File: config.mk
export PLATFORM = sky130hd
export DESIGN_NAME = usrt_tx_ctrl
export DESIGN_NICKNAME = d
export VERILOG_FILES = /design/src/rtl/usrt_pkg.sv /design/src/rtl/usrt_tx_fifo.sv /design/src/rtl/usrt_tx_ctrl.sv
export SDC_FILE = /design/constraint.sdc
export NUM_CORES = 1
export LEC_CHECK = 0
export ABC_CLOCK_PERIOD_IN_PS = 1550
export CAP_MARGIN = 20
export CORE_ASPECT_RATIO = 2
export CORE_UTILIZATION = 46
export DETAILED_ROUTE_END_ITERATION = 16
export GPL_TIMING_DRIVEN = 0
export PLACE_DENSITY = 0.8
export SKIP_LAST_GASP = 1
export SYNTH_ARGS = -nofsm -noshare
export SYNTH_HDL_FRONTEND = slang
export SYNTH_SLANG_ARGS = --single-unit
File: constraint.sdc
create_clock -name i_Pclk -period 1.55 [get_ports i_Pclk]
set_input_delay 0.31 -clock i_Pclk [delete_from_list [all_inputs] [get_ports i_Pclk]]
set_output_delay 0.31 -clock i_Pclk [all_outputs]
set_load 0.005 [all_outputs]
File: src/rtl/usrt_pkg.sv
// Shared definitions for the USRT transmitter: parity encodings, FSM states, data width
// and the parity helpers.
package usrt_pkg;

   localparam int DATA_W = 8;

   localparam logic [1:0] PAR_NONE = 2'b00;
   localparam logic [1:0] PAR_EVEN = 2'b01;
   localparam logic [1:0] PAR_ODD  = 2'b10;

   typedef enum logic [2:0] {
      ST_IDLE   = 3'd0,
      ST_START  = 3'd1,
      ST_DATA   = 3'd2,
      ST_PARITY = 3'd3,
      ST_STOP   = 3'd4
   } usrt_state_e;

   function automatic logic parity_bit(input logic [DATA_W-1:0] data, input logic [1:0] mode);
      logic p;
      case (mode)
         PAR_EVEN: p = ^data;
         PAR_ODD:  p = ~(^data);
         default:  p = 1'b0;
      endcase
      return p;
   endfunction

   // Encoding 11 behaves like PAR_NONE: no parity slot in the frame.
   function automatic logic parity_en(input logic [1:0] mode);
      return (mode == PAR_EVEN) || (mode == PAR_ODD);
   endfunction

endpackage

File: src/rtl/usrt_tx_fifo.sv
// Transmit queue for usrt_tx_ctrl. With USRT_TX_FIFO_EN defined it is a FIFO of
// FIFO_DEPTH entries; otherwise a single holding register.
module usrt_tx_fifo
   import usrt_pkg::*;
#(
   parameter int FIFO_DEPTH = 4
) (
   input  logic              i_Pclk,
   input  logic              i_Rst_n,
   input  logic              push,
   input  logic              pop,
   input  logic [DATA_W-1:0] wr_data,
   output logic [DATA_W-1:0] rd_data,
   output logic [4:0]        level,
   output logic              full,
   output logic              empty
);

   if ((FIFO_DEPTH < 32'sd2) || (FIFO_DEPTH > 32'sd16) ||
       ((FIFO_DEPTH & (FIFO_DEPTH - 32'sd1)) != 32'sd0)) begin : g_bad_depth
      $error("usrt_tx_fifo: FIFO_DEPTH must be a power of two in 2..16");
   end

`ifdef USRT_TX_FIFO_EN
   localparam int AW = $clog2(FIFO_DEPTH);

   logic [DATA_W-1:0] mem_r [FIFO_DEPTH];
   logic [AW-1:0]     wr_ptr_r;
   logic [AW-1:0]     rd_ptr_r;
   logic [4:0]        cnt_r;
   logic              push_ok_s;
   logic              pop_ok_s;

   assign full      = (cnt_r == 5'(FIFO_DEPTH));
   assign empty     = (cnt_r == 5'd0);
   assign push_ok_s = push & ~full;
   assign pop_ok_s  = pop & ~empty;
   assign rd_data   = mem_r[rd_ptr_r];
   assign level     = cnt_r;

   // Circular buffer; pointers wrap naturally because the depth is a power of two.
   always_ff @(posedge i_Pclk) begin
      if (!i_Rst_n) begin
         wr_ptr_r <= '0;
         rd_ptr_r <= '0;
         cnt_r    <= 5'd0;
      end else begin
         if (push_ok_s) begin
            mem_r[wr_ptr_r] <= wr_data;
            wr_ptr_r        <= wr_ptr_r + AW'(1);
         end
         if (pop_ok_s) begin
            rd_ptr_r <= rd_ptr_r + AW'(1);
         end
         case ({push_ok_s, pop_ok_s})
            2'b10:   cnt_r <= cnt_r + 5'd1;
            2'b01:   cnt_r <= cnt_r - 5'd1;
            default: cnt_r <= cnt_r;
         endcase
      end
   end
`else
   logic [DATA_W-1:0] hold_r;
   logic              vld_r;

   assign full    = vld_r;
   assign empty   = ~vld_r;
   assign rd_data = hold_r;
   assign level   = {4'b0000, vld_r};

   // Single-entry holding register.
   always_ff @(posedge i_Pclk) begin
      if (!i_Rst_n) begin
         hold_r <= '0;
         vld_r  <= 1'b0;
      end else begin
         case ({push & ~vld_r, pop & vld_r})
            2'b10: begin
               hold_r <= wr_data;
               vld_r  <= 1'b1;
            end
            2'b01:   vld_r <= 1'b0;
            default: vld_r <= vld_r;
         endcase
      end
   end
`endif

endmodule

File: src/rtl/usrt_tx_ctrl.sv
// USRT transmit controller: queue, framing FSM and MSB-first shifter.
// Define USRT_TX_FIFO_EN for a FIFO_DEPTH-entry queue; default is one holding register.
module usrt_tx_ctrl
   import usrt_pkg::*;
#(
   parameter int FIFO_DEPTH = 4
) (
   input  logic              i_Pclk,
   input  logic              i_Rst_n,
   input  logic              i_Tick,
   input  logic [1:0]        i_Parity,
   input  logic [DATA_W-1:0] i_Data,
   input  logic              i_Valid,
   output logic              o_Ready,
   output logic              o_Tx,
   output logic              o_Busy,
   output logic              o_Done,
   output logic [4:0]        o_Level
);

   usrt_state_e       state_r;
   usrt_state_e       state_nxt_s;
   logic              push_s;
   logic              pop_s;
   logic [DATA_W-1:0] fifo_dout_s;
   logic              full_s;
   logic              empty_s;
   logic              rdy_en_r;
   logic [DATA_W-1:0] sh_r;
   logic [DATA_W-1:0] sh_nxt_s;
   logic [2:0]        cnt_r;
   logic              par_en_r;
   logic              par_bit_r;
   logic              tx_r;
   logic              tx_nxt_s;
   logic              busy_r;
   logic              busy_nxt_s;

   assign o_Ready = rdy_en_r & ~full_s;
   assign push_s  = i_Valid & o_Ready;
   assign o_Tx    = tx_r;
   assign o_Busy  = busy_r;

   usrt_tx_fifo #(.FIFO_DEPTH(FIFO_DEPTH)) u_fifo (
      .i_Pclk  (i_Pclk),
      .i_Rst_n (i_Rst_n),
      .push    (push_s),
      .pop     (pop_s),
      .wr_data (i_Data),
      .rd_data (fifo_dout_s),
      .level   (o_Level),
      .full    (full_s),
      .empty   (empty_s)
   );

   // FSM state register.
   always_ff @(posedge i_Pclk) begin
      if (!i_Rst_n) begin
         state_r <= ST_IDLE;
      end else begin
         state_r <= state_nxt_s;
      end
   end

   // Next state; every move is gated by the bit tick. STOP chains straight into START.
   always_comb begin
      state_nxt_s = state_r;
      pop_s       = 1'b0;
      if (i_Tick) begin
         case (state_r)
            ST_IDLE: begin
               if (!empty_s) begin
                  state_nxt_s = ST_START;
                  pop_s       = 1'b1;
               end else begin
                  state_nxt_s = ST_IDLE;
               end
            end
            ST_START: state_nxt_s = ST_DATA;
            ST_DATA: begin
               if (cnt_r == 3'd7) begin
                  state_nxt_s = par_en_r ? ST_PARITY : ST_STOP;
               end else begin
                  state_nxt_s = ST_DATA;
               end
            end
            ST_PARITY: state_nxt_s = ST_STOP;
            ST_STOP: begin
               if (!empty_s) begin
                  state_nxt_s = ST_START;
                  pop_s       = 1'b1;
               end else begin
                  state_nxt_s = ST_IDLE;
               end
            end
            default: state_nxt_s = ST_IDLE;
         endcase
      end else begin
         state_nxt_s = state_r;
      end
   end

   // Outputs: line level and busy for the state being entered, plus the frame-end pulse.
   always_comb begin
      tx_nxt_s   = 1'b1;
      busy_nxt_s = 1'b1;
      sh_nxt_s   = sh_r;
      if (pop_s) begin
         sh_nxt_s = fifo_dout_s;
      end else if ((state_r == ST_DATA) && i_Tick) begin
         sh_nxt_s = {sh_r[DATA_W-2:0], 1'b0};
      end else begin
         sh_nxt_s = sh_r;
      end
      case (state_nxt_s)
         ST_IDLE: begin
            tx_nxt_s   = 1'b1;
            busy_nxt_s = 1'b0;
         end
         ST_START:  tx_nxt_s = 1'b0;
         ST_DATA:   tx_nxt_s = sh_nxt_s[DATA_W-1];
         ST_PARITY: tx_nxt_s = par_bit_r;
         ST_STOP:   tx_nxt_s = 1'b1;
         default: begin
            tx_nxt_s   = 1'b1;
            busy_nxt_s = 1'b0;
         end
      endcase
      o_Done = i_Rst_n & i_Tick & (state_r == ST_STOP);
   end

   // Datapath registers; parity mode and bit are captured with the byte so later input changes are ignored.
   always_ff @(posedge i_Pclk) begin
      if (!i_Rst_n) begin
         rdy_en_r  <= 1'b0;
         sh_r      <= '0;
         cnt_r     <= 3'd0;
         par_en_r  <= 1'b0;
         par_bit_r <= 1'b0;
         tx_r      <= 1'b1;
         busy_r    <= 1'b0;
      end else begin
         rdy_en_r <= 1'b1;
         sh_r     <= sh_nxt_s;
         tx_r     <= tx_nxt_s;
         busy_r   <= busy_nxt_s;
         if (pop_s) begin
            cnt_r     <= 3'd0;
            par_en_r  <= parity_en(i_Parity);
            par_bit_r <= parity_bit(fifo_dout_s, i_Parity);
         end else if ((state_r == ST_DATA) && i_Tick) begin
            cnt_r <= cnt_r + 3'd1;
         end
      end
   end

endmodule
After elaboration in Yosys (flattened, before gate mapping)
Cells that the tools add are included.
Storage, ports and cells
  output and inout port bits: 9
  input port bits: 14
  register bits after elaboration: 28
Operators by class
  mux-type cells: 15
  add/sub/neg operators: 1
  bitwise operators: 9
  equal/unequal tests: 13
  reductions and logical operators: 9
Operators with widths (count)
  $mux W8: 2
  $eq A3 B2 Y1 const B: 4
  $pmux W3 S4: 1
  $eq A3 B3 Y1 const B: 3
  $mux W3: 3
  $reduce_xor A8 Y1: 1
  $and A1 B1 Y1: 6
  $eq A3 B1 Y1 const B: 2
  $mux W1: 6
  $eq A2 B1 Y1 const B: 2
  $eq A2 B2 Y1 const B: 2
  $pmux W1 S2: 2
  $reduce_bool A2 Y1: 2
  $reduce_or A2 Y1: 2
  $reduce_or A4 Y1: 1
  $add A3 B1 Y3 const B: 1
  $logic_not A3 Y1: 1
  $not A1 Y1: 3
  $pmux W1 S3: 1
  $logic_and A1 B1 Y1: 1
  $logic_or A1 B1 Y1: 1

Longest topological paths before layout
Gate-level depths: netlist of run 1.
  depth in word-level cells: 7
  mapped depth: 6
  mapped depth without buffers: 6

Cells and area by module
From an unflattened synthesis of run 1, not the netlist that was laid out.
Unflattened totals
  cells, all modules: 149
  area total of the unflattened synthesis: 1381.3 um^2
Modules (own cells, without submodules)
  usrt_tx_ctrl: cells an instance 103, area each 959.7 um^2, times used 1, seq. area each 380.4 um^2
  usrt_tx_fifo: cells an instance 46, area each 421.7 um^2, times used 1, seq. area each 180.2 um^2

Worst setup path after synthesis of run 1
No wires, ideal clock.
  path type: register to register
  start point: register cnt_r[0]
  end point: register busy_r (netlist: o_Busy)
  stages on the path, launching flop included: 7
  arrival time: 1.454 ns
  path buffers: 0
  setup time: 0.123 ns
  path slack: -0.027 ns
  required time: 1.427 ns
  path through: dfxtp_1 > ha_1 > ha_1 > a21oi_1 > a221o_1 > nor2_1 > mux2_1
Between the ends
  cells in the longest elaborated chain, start to end: 7
  elaborated cells on any way between the ends: 10
  those cells by class: eq/ne: 5; mux: 4; reduce/logical: 1
RTL lines
  start: declaration: RTL line usrt_tx_ctrl.sv:31  | logic [2:0] cnt_r;
  start signal: assignment: RTL line usrt_tx_ctrl.sv:152  | cnt_r <= cnt_r + 3'd1;
  $eq A3 B3 Y1 *: RTL line usrt_tx_ctrl.sv:81  | if (cnt_r == 3'd7) begin
  $mux W3 *: RTL line usrt_tx_ctrl.sv:81
  $pmux W3 S4 *: RTL line usrt_tx_ctrl.sv:70  | case (state_r)
  $mux W3 *: RTL line usrt_tx_ctrl.sv:69  | if (i_Tick) begin
  $eq A3 B2 Y1, or another cell as far along: RTL line usrt_tx_ctrl.sv:115  | case (state_nxt_s)
  $reduce_or A4 Y1 (no source line) *
  $mux W1 *: RTL line usrt_tx_ctrl.sv:115
  end signal: assignment: RTL line usrt_tx_ctrl.sv:146  | busy_r <= busy_nxt_s;
  end: declaration: RTL line usrt_tx_ctrl.sv:36  | logic busy_r;
Mark *: on every way between the ends. The rest lies on a longest branch, timed or not.
A chain may end at the register's enable or synchronous reset.

Worst setup path in the final report of run 1
  start point: register cnt_r[1]
  end point: register busy_r (netlist: o_Busy)
The elaborated chain is that of the path after synthesis.

==> metrics.csv, run 1 <==
metric,value,unit
status,"finished, violations left",
failing checks,negative setup slack,
Final WS setup,-52.5,ps
fmax,624,MHz
Worst Skew,6.69,ps
Filler Cell Count,248,
Netlist cell types,33,
post-DR vias/cell,5.42,
TritonCTS clock tree,built,
Pre-antenna DRT Iters,4,
Bufs on Longest Clock Path,2,
Rows,27,
sw power,0.000366,W
CP required,1730,ps
synthesized flop and latch total,28,
Iteration-0 DRC Markers,29,
input/output buffers,17,
fin nets,195,
Pwr Density,935,mW/mm^2
Pint,0.00123,W
setup TNS,-52.5,ps
htree depth,1,
routability cong.,0.823,
syn avg cell area,9.00,um^2
"Primary FF master, synth",dfxtp_1,
share of the yosys chip area belonging to registers,43.0,%
"Slew Viols, Final",0,
Final HPWL DP,2080,um
"Clk Latency, worst-skew pair",280,ps
Tot GR Track Use,21.4,%
worst min-delay path category,input pin to flip-flop,
initial antenna violation count,0,
ys async rst share,0,%
num ports,23,
Sw Ratio,22.9,%
Wirelength per Cell,13.8,um
root buf cell,clkbuf_8,
vias in the first global route,1117,
Final ANT Viol Nets,0,
Ant. Diodes,0,
clock transition at the registers of the reported paths,90,ps
Max VDD drop,0.768,mV
Core Region,0.00274,mm^2
clk sinks,28,
first-pass GRT wire length,4650,um
critical path peak fanout,3,
area grow syn2layout,31.1,%
Die Area,0.00307,mm^2
Tcrit/Tclk final,103,%
Final min period,1600,ps
combinational power share,15.7,%
fraction of layout cells with a size suffix above 1,22.7,%
Pleak,0.690,nW
endpoints failing setup,1,
DR vias,1112,
Starting Density,47.7,%
Max-Cap Viols,0,
fin cells,205,
Hold Fails Final Rpt,0,
Die Ht,77.3,um
gr ovfl total,0,
RSZ-0062 raised after global routing,true,
cell count after synthesis,145,
Total Wirelength,2830,um
# placed instances,194,
Crit Path Category,flip-flop to flip-flop,
largest net degree at the start of global routing,17,
synthesized area,0.00131,mm^2
Residual DRC,0,
CTS Hold Bufs,0,
critical path data arrival time,1780,ps
Critical Path Sink Type,flip-flop,
Syn. warnings,0,
clock power share,35.9,%
Num CTS Buffers,3,
Post-synth EDFFs,0,
post-place setup slack,-593,ps
sequential share of power,48.4,%
type of origin of the critical path,flip-flop,
Die X,39.7,um
## what timing repair did
item | 4_1_cts | 5_1_grt
endpoints found under the hold margin | 0 | 0
endpoints found under the setup margin | 26 | 5
buffers inserted | 7 | 0
gates resized for setup | 20 | 11
pin swaps | 5 | 5
## stage by stage
step	total power [W]	hold WS (ps)	cell area (um^2)	util [%]
after floorplan	0.000930	338	1340	-
after global placement	0.00100	462	1540	56.4
after detailed placement	0.00101	468	1540	56.4
after CTS	0.00159	372	1700	62.2
after global routing	0.00166	381	1710	62.5
final	0.00160	385	1710	62.5
## state kept, by name (all words and copies together), names as in the netlist
name            flops
state_r             3
o_Busy              1
par_en_r            1
sh_r                8
u_fifo.rd_data      8
cnt_r               3
u_fifo.full         1
par_bit_r           1
o_Tx                1
rdy_en_r            1
## power by group through the flow
stage	combinational [W]	sequential (W)	clock, W
2_1_floorplan	0.000142	0.000788	0
5_1_grt	0.000274	0.000779	0.000609
4_1_cts	0.000243	0.000774	0.000577
3_3_place_gp	0.000212	0.000792	0
3_5_place_dp	0.000219	0.000794	0
6_report	0.000250	0.000774	0.000575
## logic make-up after synthesis
| family | synth area share [%] |
|---|---|
| other cells | 0.287 |
| compound gates | 13.7 |
| fa+ha+maj | 3.84 |
| flops | 43.0 |
| mux | 8.53 |
| xor+xnor | 5.37 |
| buf+inv | 6.71 |
| simple gates | 18.6 |
## cell usage after synthesis, types with 3 or more instances
master,instances,share of area [%]
ha_1,4,3.8
xnor2_1,7,4.7
mux2i_1,10,7.7
inv_1,5,1.4
nand3_1,8,3.1
and2_1,3,1.4
dfxtp_1,28,43
clkbuf_1,3,0.86
a21oi_1,13,5.0
a211oi_1,8,4.6
nor2_1,16,4.6
nor2b_1,3,1.4
buf_4,5,2.9
nand2_1,13,3.7
## final cells by class
class / count / area, um^2 / share of cell area [%]
well taps: 29 / 36.3 / 2.12
clock inverters: 1 / 30.0 / 1.76
multi-input cells: 104 / 717 / 41.9
clock buffers: 3 / 41.3 / 2.41
flip-flops and latches: 28 / 577 / 33.7
repair buffers: 24 / 210 / 12.3
inverters: 5 / 18.8 / 1.10
plain buffers: 11 / 80.1 / 4.68
## critical path: stages (launching register included)
cell and delay [ps]:
dfxtp_2 340, ha_2 180, ha_4 140, a21oi_2 70, a221o_1 350, nor2_2 130, mux2_4 300
## per-layer routing
metal  vias to the layer above  part of all wire [%]  global-route usage (%)
li1                        558                     -                       -
met1                       526                    35                    20.7
met2                        21                    60                    39.3
met3                         7                   1.9                    2.60
met4                         0                   2.8                    10.7
met5                         -                     0                       0
## placed cells by master, fill, tap and decap left out, types with 2 or more instances in the layout
cell type and instances:
and2_1 3, nor2b_1 2, xnor2_1 7, dfxtp_4 3, clkbuf_2 3, a211oi_1 8, nor2_1 15, nand3_1 8
clkbuf_8 4, a21oi_1 12, conb_1 4, dfxtp_2 4, buf_4 12, nand2_1 12, inv_1 5, ha_1 2
nand2_2 2, dfxtp_1 21, clkdlybuf4s50_1 12, mux2i_1 10, dlygate4sd2_1 2
## path summary, 6_finish.rpt
kind	start	endpoint	slack, ps	cells past startpoint
max	cnt_r[1]	o_Busy	-50	6
min	i_Rst_n	rdy_en_r	380	1
max reg2reg	cnt_r[1]	o_Busy	-50	6
min reg2reg	u_fifo.rd_data[6]	u_fifo.rd_data[6]	490	2
(Power assumes the default switching activity.)
==> run 2: changes to the inputs <==
- CAP_MARGIN: 20 -> 10
- GPL_TIMING_DRIVEN: 0 -> default
==> run 2 against run 1 <==
Net effect:
- the run still ends with negative setup slack left
- clock power is 34% lower
- via count is 0.36% lower
- die area stayed put
- sequential power is 0.8% higher
- flip-flop and latch count stayed put
- wire length is 3.6% higher
- sequential share of layout area is 1.2 points lower
- clock skew is 2.1 ps lower
- final area is 1.8% higher
- first-iteration DRC count is 34% lower
- largest cell class unchanged
- highest routed layer unchanged
==> metrics.csv, run 2 (synthesis gave the netlist of run 1 again) <==
metric,value,unit,change
status,"finished, violations left",,unchanged
failing checks,negative setup slack,,unchanged
area grow syn2layout,33.4,%,was 31.1%
Crit Path Category,flip-flop to flip-flop,,unchanged
Core Region,0.00274,mm^2,unchanged
first-pass GRT wire length,4500,um,was 4650 um
Final ANT Viol Nets,0,,unchanged
post-DR vias/cell,5.40,,was 5.42
fin util,63.6,%,was 62.5%
Pleak,0.688,nW,was 0.690 nW
TritonCTS clock tree,built,,unchanged
WP buf/inv,0,,unchanged
Wirelength per Cell,14.3,um,was 13.8 um
CP required,1710,ps,was 1730 ps
worst min-delay path category,flip-flop to flip-flop,,was input pin to flip-flop
"Clk Latency, worst-skew pair",270,ps,was 280 ps
Critical Path Sink Type,flip-flop,,unchanged
Starting Density,47.7,%,unchanged
"commonest non-fill, non-tap cell in the layout",dfxtp_1,,unchanged
"most used cell, CP",ha_4,,
largest net degree at the start of global routing,20,,was 17
type of origin of the critical path,flip-flop,,unchanged
most frequent cells in the layout,"dfxtp_1 (23), nor2_1 (15), clkdlybuf4s50_1 (15), buf_4 (15), nand2_1 (13)",,"was dfxtp_1 (21), nor2_1 (15)"
clk sinks,28,,unchanged
input/output buffers,18,,was 17
fin nets,196,,was 195
CP top delay family,compound AO/OA/AOI/OAI gates,,unchanged
Bufs on Longest Clock Path,2,,unchanged
critical path peak fanout,3,,unchanged
Max VDD drop,0.790,mV,was 0.768 mV
critical path data arrival time,1780,ps,about the same
htree depth,1,,unchanged
Max-Cap Viols,0,,unchanged
total power,0.00142,W,was 0.00160 W
Critical Path Max Stage Delay,370,ps,was 350 ps
root buf cell,clkbuf_8,,unchanged
endpoints failing setup,2,,was 1
initial antenna violation count,0,,unchanged
Die Ht,77.3,um,unchanged
DR vias,1108,,"was 1,112"
Pwr Density,816,mW/mm^2,was 935 mW/mm^2
clock transition at the registers of the reported paths,90,ps,about the same
gr ovfl total,0,,unchanged
Final HPWL DP,2050,um,was 2080 um
Ant. Diodes,0,,unchanged
Residual DRC,0,,unchanged
Num CTS Buffers,3,,unchanged
Pre-antenna DRT Iters,3,,was 4
worst-path cell chain,ha_4 -> ha_4 -> a21oi_4 -> a221o_1 -> nor2_2 -> mux2_4,,was ha_2 -> ha_4 -> a21oi_2 -> a221o_1 -> nor2_2 -> mux2_4
post-place setup slack,-408,ps,was -593 ps
Tot GR Track Use,21.0,%,was 21.4%
"Slowest-stage cell, CP",a221o_1,,unchanged
Worst Skew,4.57,ps,was 6.69 ps
Total Wirelength,2930,um,was 2830 um
worst hold margin,489,ps,was 385 ps
fraction of layout cells with a size suffix above 1,22.2,%,was 22.7%
Final Cell Area,0.00174,mm^2,was 0.00171 mm^2
Iteration-0 DRC Markers,19,,was 29
vias in the first global route,1102,,"was 1,117"
Post-Place Cell Area,0.00161,mm^2,was 0.00154 mm^2
Rows,27,,unchanged
Final min period,1620,ps,was 1600 ps
Hold Fails Final Rpt,0,,unchanged
"Slew Viols, Final",0,,unchanged
fmax,619,MHz,was 624 MHz
num ports,23,,unchanged
routability cong.,0.794,,was 0.823
Final WS setup,-65.3,ps,was -52.5 ps
Die Area,0.00307,mm^2,unchanged
Die X,39.7,um,unchanged
Tcrit/Tclk final,104,%,was 103%
RSZ-0062 raised after global routing,true,,unchanged
-- run 2: cell types whose count changed in the layout (fill, tap and decap cells not counted), sizes merged --
cell / previous run / this run
buf: 15 / 18
clkdlybuf4s50: 12 / 15
clkbuf: 8 / 4
bufinv: 1 / 0
clkdlybuf4s15: 1 / 0
-- run 2: what timing repair did --
item	CTS	global route
gates cloned	0	0
resized for setup	7	15
endpoints found under the setup margin	4	11
pin swaps	2	7
buffers inserted	3	0
hold buffers	0	0
-- run 2: worst paths after layout --
path / startpoint / slack (ps) / to / cells past startpoint
setup / recovery: cnt_r[1] / -70 / o_Busy / 6
hold / removal: u_fifo.rd_data[1] / 490 / u_fifo.rd_data[1] / 2
setup reg to reg: cnt_r[1] / -70 / o_Busy / 6
hold reg to reg: u_fifo.rd_data[1] / 490 / u_fifo.rd_data[1] / 2
-- run 2: power breakdown --
part / internal, W / switching, W / total (W) / leakage, nW
Sequential: 0.000754 / 0.0000265 / 0.000780 / 0.230
Combinational: 0.000146 / 0.000116 / 0.000262 / 0.436
Clock: 0.000174 / 0.000204 / 0.000379 / 0.0216
-- run 2: stage by stage --
| step | setup TNS, ps | std cells |
|---|---|---|
| CTS | -80.6 | 205 |
| global route | -244 | 205 |
| floorplan | 0 | 148 |
| global placement | -3280 | 199 |
| detailed placement | -3770 | 199 |
| finish | -98.9 | 205 |
-- run 2: final cells by class --
cell class,instances,area [um^2]
Timing Repair Buffer,36,337
Inverter,5,18.8
Multi-Input combinational cell,104,741
Clock buffer,3,41.3
Sequential cell,28,567
Fill cell,229,996
Tap cell,29,36.3
-- run 2: metal layers --
layer	global-route usage [%]	up-vias	wire length, um
li1	-	551	-
met1	19.1	534	1050
met2	39.3	19	1770
met3	4.05	4	63
met4	9.31	0	49
met5	0	-	0
-- run 2: worst register-to-register path, stage by stage (launching register included) --
cell and delay, ps:
dfxtp_2 360, ha_4 140, ha_4 140, a21oi_4 60
a221o_1 370, nor2_2 130, mux2_4 300
==> run 3: changes to the inputs <==
- CELL_PAD_IN_SITES_DETAIL_PLACEMENT: default -> 1
- CELL_PAD_IN_SITES_GLOBAL_PLACEMENT: default -> 1
- CORE_UTILIZATION: 46 -> 35
==> run 3 against run 2 <==
Net effect:
- wire length grew 2.2%
- the flow still finishes with violations (negative setup slack)
- critical path depth is the same
- total power shrank 0.77%
- critical path type unchanged
- largest cell class unchanged
- non-clock buffer count shrank 4
- sequential share of layout area grew 0.99 points
- clock-buffer cell count is the same
- clock power grew 1%
- register-to-register slack gained 20 ps
- final area shrank 2.1%
==> metrics.csv, run 3 (synthesis gave the netlist of run 1 again) <==
metric,value,unit,change
status,"finished, violations left",,unchanged
failing checks,negative setup slack,,unchanged
Final HPWL DP,2340,um,was 2050 um
worst hold margin,495,ps,was 489 ps
clock transition at the registers of the reported paths,90,ps,about the same
Max-Cap Viols,0,,unchanged
critical path data arrival time,1760,ps,was 1780 ps
area grow syn2layout,30.6,%,was 33.4%
Residual DRC,0,,unchanged
Worst Skew,1.40,ps,was 4.57 ps
Final WS setup,-47.1,ps,was -65.3 ps
clk sinks,28,,unchanged
Post-Place Cell Area,0.00163,mm^2,was 0.00161 mm^2
largest net degree at the start of global routing,20,,unchanged
post-DR vias/cell,4.94,,was 5.40
Hold Fails Final Rpt,0,,unchanged
Num CTS Buffers,3,,unchanged
worst min-delay path category,flip-flop to flip-flop,,unchanged
Tcrit/Tclk final,103,%,was 104%
TritonCTS clock tree,built,,unchanged
R2R depth,6,,unchanged
"Clk Latency, worst-skew pair",270,ps,about the same
fin util,47.2,%,was 63.6%
Iteration-0 DRC Markers,16,,was 19
Wirelength per Cell,13.6,um,was 14.3 um
routability cong.,0.807,,was 0.794
Rows,31,,was 27
footprint of the multi-input gates,719,um^2,was 741 um^2
vias in the first global route,1176,,"was 1,102"
post-place setup slack,-543,ps,was -408 ps
root buf cell,clkbuf_8,,unchanged
Max VDD drop,0.554,mV,was 0.790 mV
Die X,45.2,um,was 39.7 um
DR vias,1092,,"was 1,108"
htree depth,1,,unchanged
Total Wirelength,3000,um,was 2930 um
Pwr Density,827,mW/mm^2,was 816 mW/mm^2
Pleak,0.659,nW,was 0.688 nW
Final Cell Area,0.00170,mm^2,was 0.00174 mm^2
Filler Cell Count,419,,was 229
WHS Path Cells,2,,unchanged
Crit Path Category,flip-flop to flip-flop,,unchanged
input/output buffers,18,,unchanged
"commonest non-fill, non-tap cell in the layout",dfxtp_1,,unchanged
gr ovfl total,0,,unchanged
Die Ht,88.4,um,was 77.3 um
Tot GR Track Use,16.8,%,was 21.0%
Critical Path Sink Type,flip-flop,,unchanged
total area of sequential cells,572,um^2,was 567 um^2
num ports,23,,unchanged
Final min period,1600,ps,was 1620 ps
fraction of layout cells with a size suffix above 1,19.2,%,was 22.2%
critical path peak fanout,3,,unchanged
most frequent cells in the layout,"dfxtp_1 (23), nor2_1 (15), clkdlybuf4s50_1 (15)",,"was dfxtp_1 (23), nor2_1 (15), clkdlybuf4s50_1 (15), buf_4 (15), nand2_1 (13)"
Final ANT Viol Nets,0,,unchanged
initial antenna violation count,0,,unchanged
fin nets,192,,was 196
"Slew Viols, Final",0,,unchanged
Starting Density,36.2,%,was 47.7%
Core Region,0.00361,mm^2,was 0.00274 mm^2
Die Area,0.00399,mm^2,was 0.00307 mm^2
Bufs on Longest Clock Path,2,,unchanged
CP required,1710,ps,about the same
first-pass GRT wire length,4920,um,was 4500 um
Pre-antenna DRT Iters,2,,was 3
Post-CTS Setup Bufs,0,,was 3
fmax,626,MHz,was 619 MHz
RSZ-0062 raised after global routing,true,,unchanged
Ant. Diodes,0,,unchanged
type of origin of the critical path,flip-flop,,unchanged
endpoints failing setup,1,,was 2
-- run 3: cell count changes in the layout (fill, tap and decap cells not counted), sizes merged --
| cell | previous run | this run |
|---|---|---|
| buf | 18 | 14 |
| dlygate4sd2 | 2 | 1 |
| clkdlybuf4s15 | 0 | 1 |
-- run 3: worst max-delay path, stage by stage, from the launching register on --
cell	delay, ps
dfxtp_2	360
ha_4	140
ha_4	130
a21oi_2	70
a221o_1	350
nor2_2	140
mux2_4	300
-- run 3: layout make-up --
cell class	count	area share, %
clock buffer	3	2.42
inverter	5	1.10
multi-input combinational	104	42.2
sequential	28	33.6
tap	49	3.60
timing repair buffer	32	17.1
-- run 3: final timing paths --
path	from	to	slack, ps
setup / recovery	cnt_r[0]	o_Busy	-50
hold / removal	u_fifo.rd_data[5]	u_fifo.rd_data[5]	500
setup reg to reg	cnt_r[0]	o_Busy	-50
hold reg to reg	u_fifo.rd_data[5]	u_fifo.rd_data[5]	500
-- run 3: repair_timing --
item / 4_1_cts / 5_1_grt
gates resized for setup: 14 / 4
hold buffers: 0 / 0
pin swaps: 2 / 3
setup endpoints to repair: 15 / 3
-- run 3: per-stage QoR --
stage               TNS (ps)  total power [W]  instances
floorplan                  0         0.000930        148
global route            -141          0.00148        221
global placement       -4890          0.00103        218
detailed placement     -5970          0.00104        218
finish                 -47.1          0.00141        221
CTS                    -44.9          0.00142        221
-- run 3: routing by layer --
metal  vias to the layer above  track usage, %  wire length, um
met3                         4            1.22               43
met2                        14            32.5             1780
met5                         -               0                0
met1                       528            17.4             1130
met4                         0            6.61               40
li1                        546               -                -
-- run 3: where the power goes --
part | total [W] | switching (W) | internal [W] | leakage, nW
logic | 0.000249 | 0.000113 | 0.000136 | 0.407
clock network | 0.000384 | 0.000210 | 0.000174 | 0.0216
registers | 0.000777 | 0.0000253 | 0.000751 | 0.231
total | 0.00141 | 0.000348 | 0.00106 | 0.659
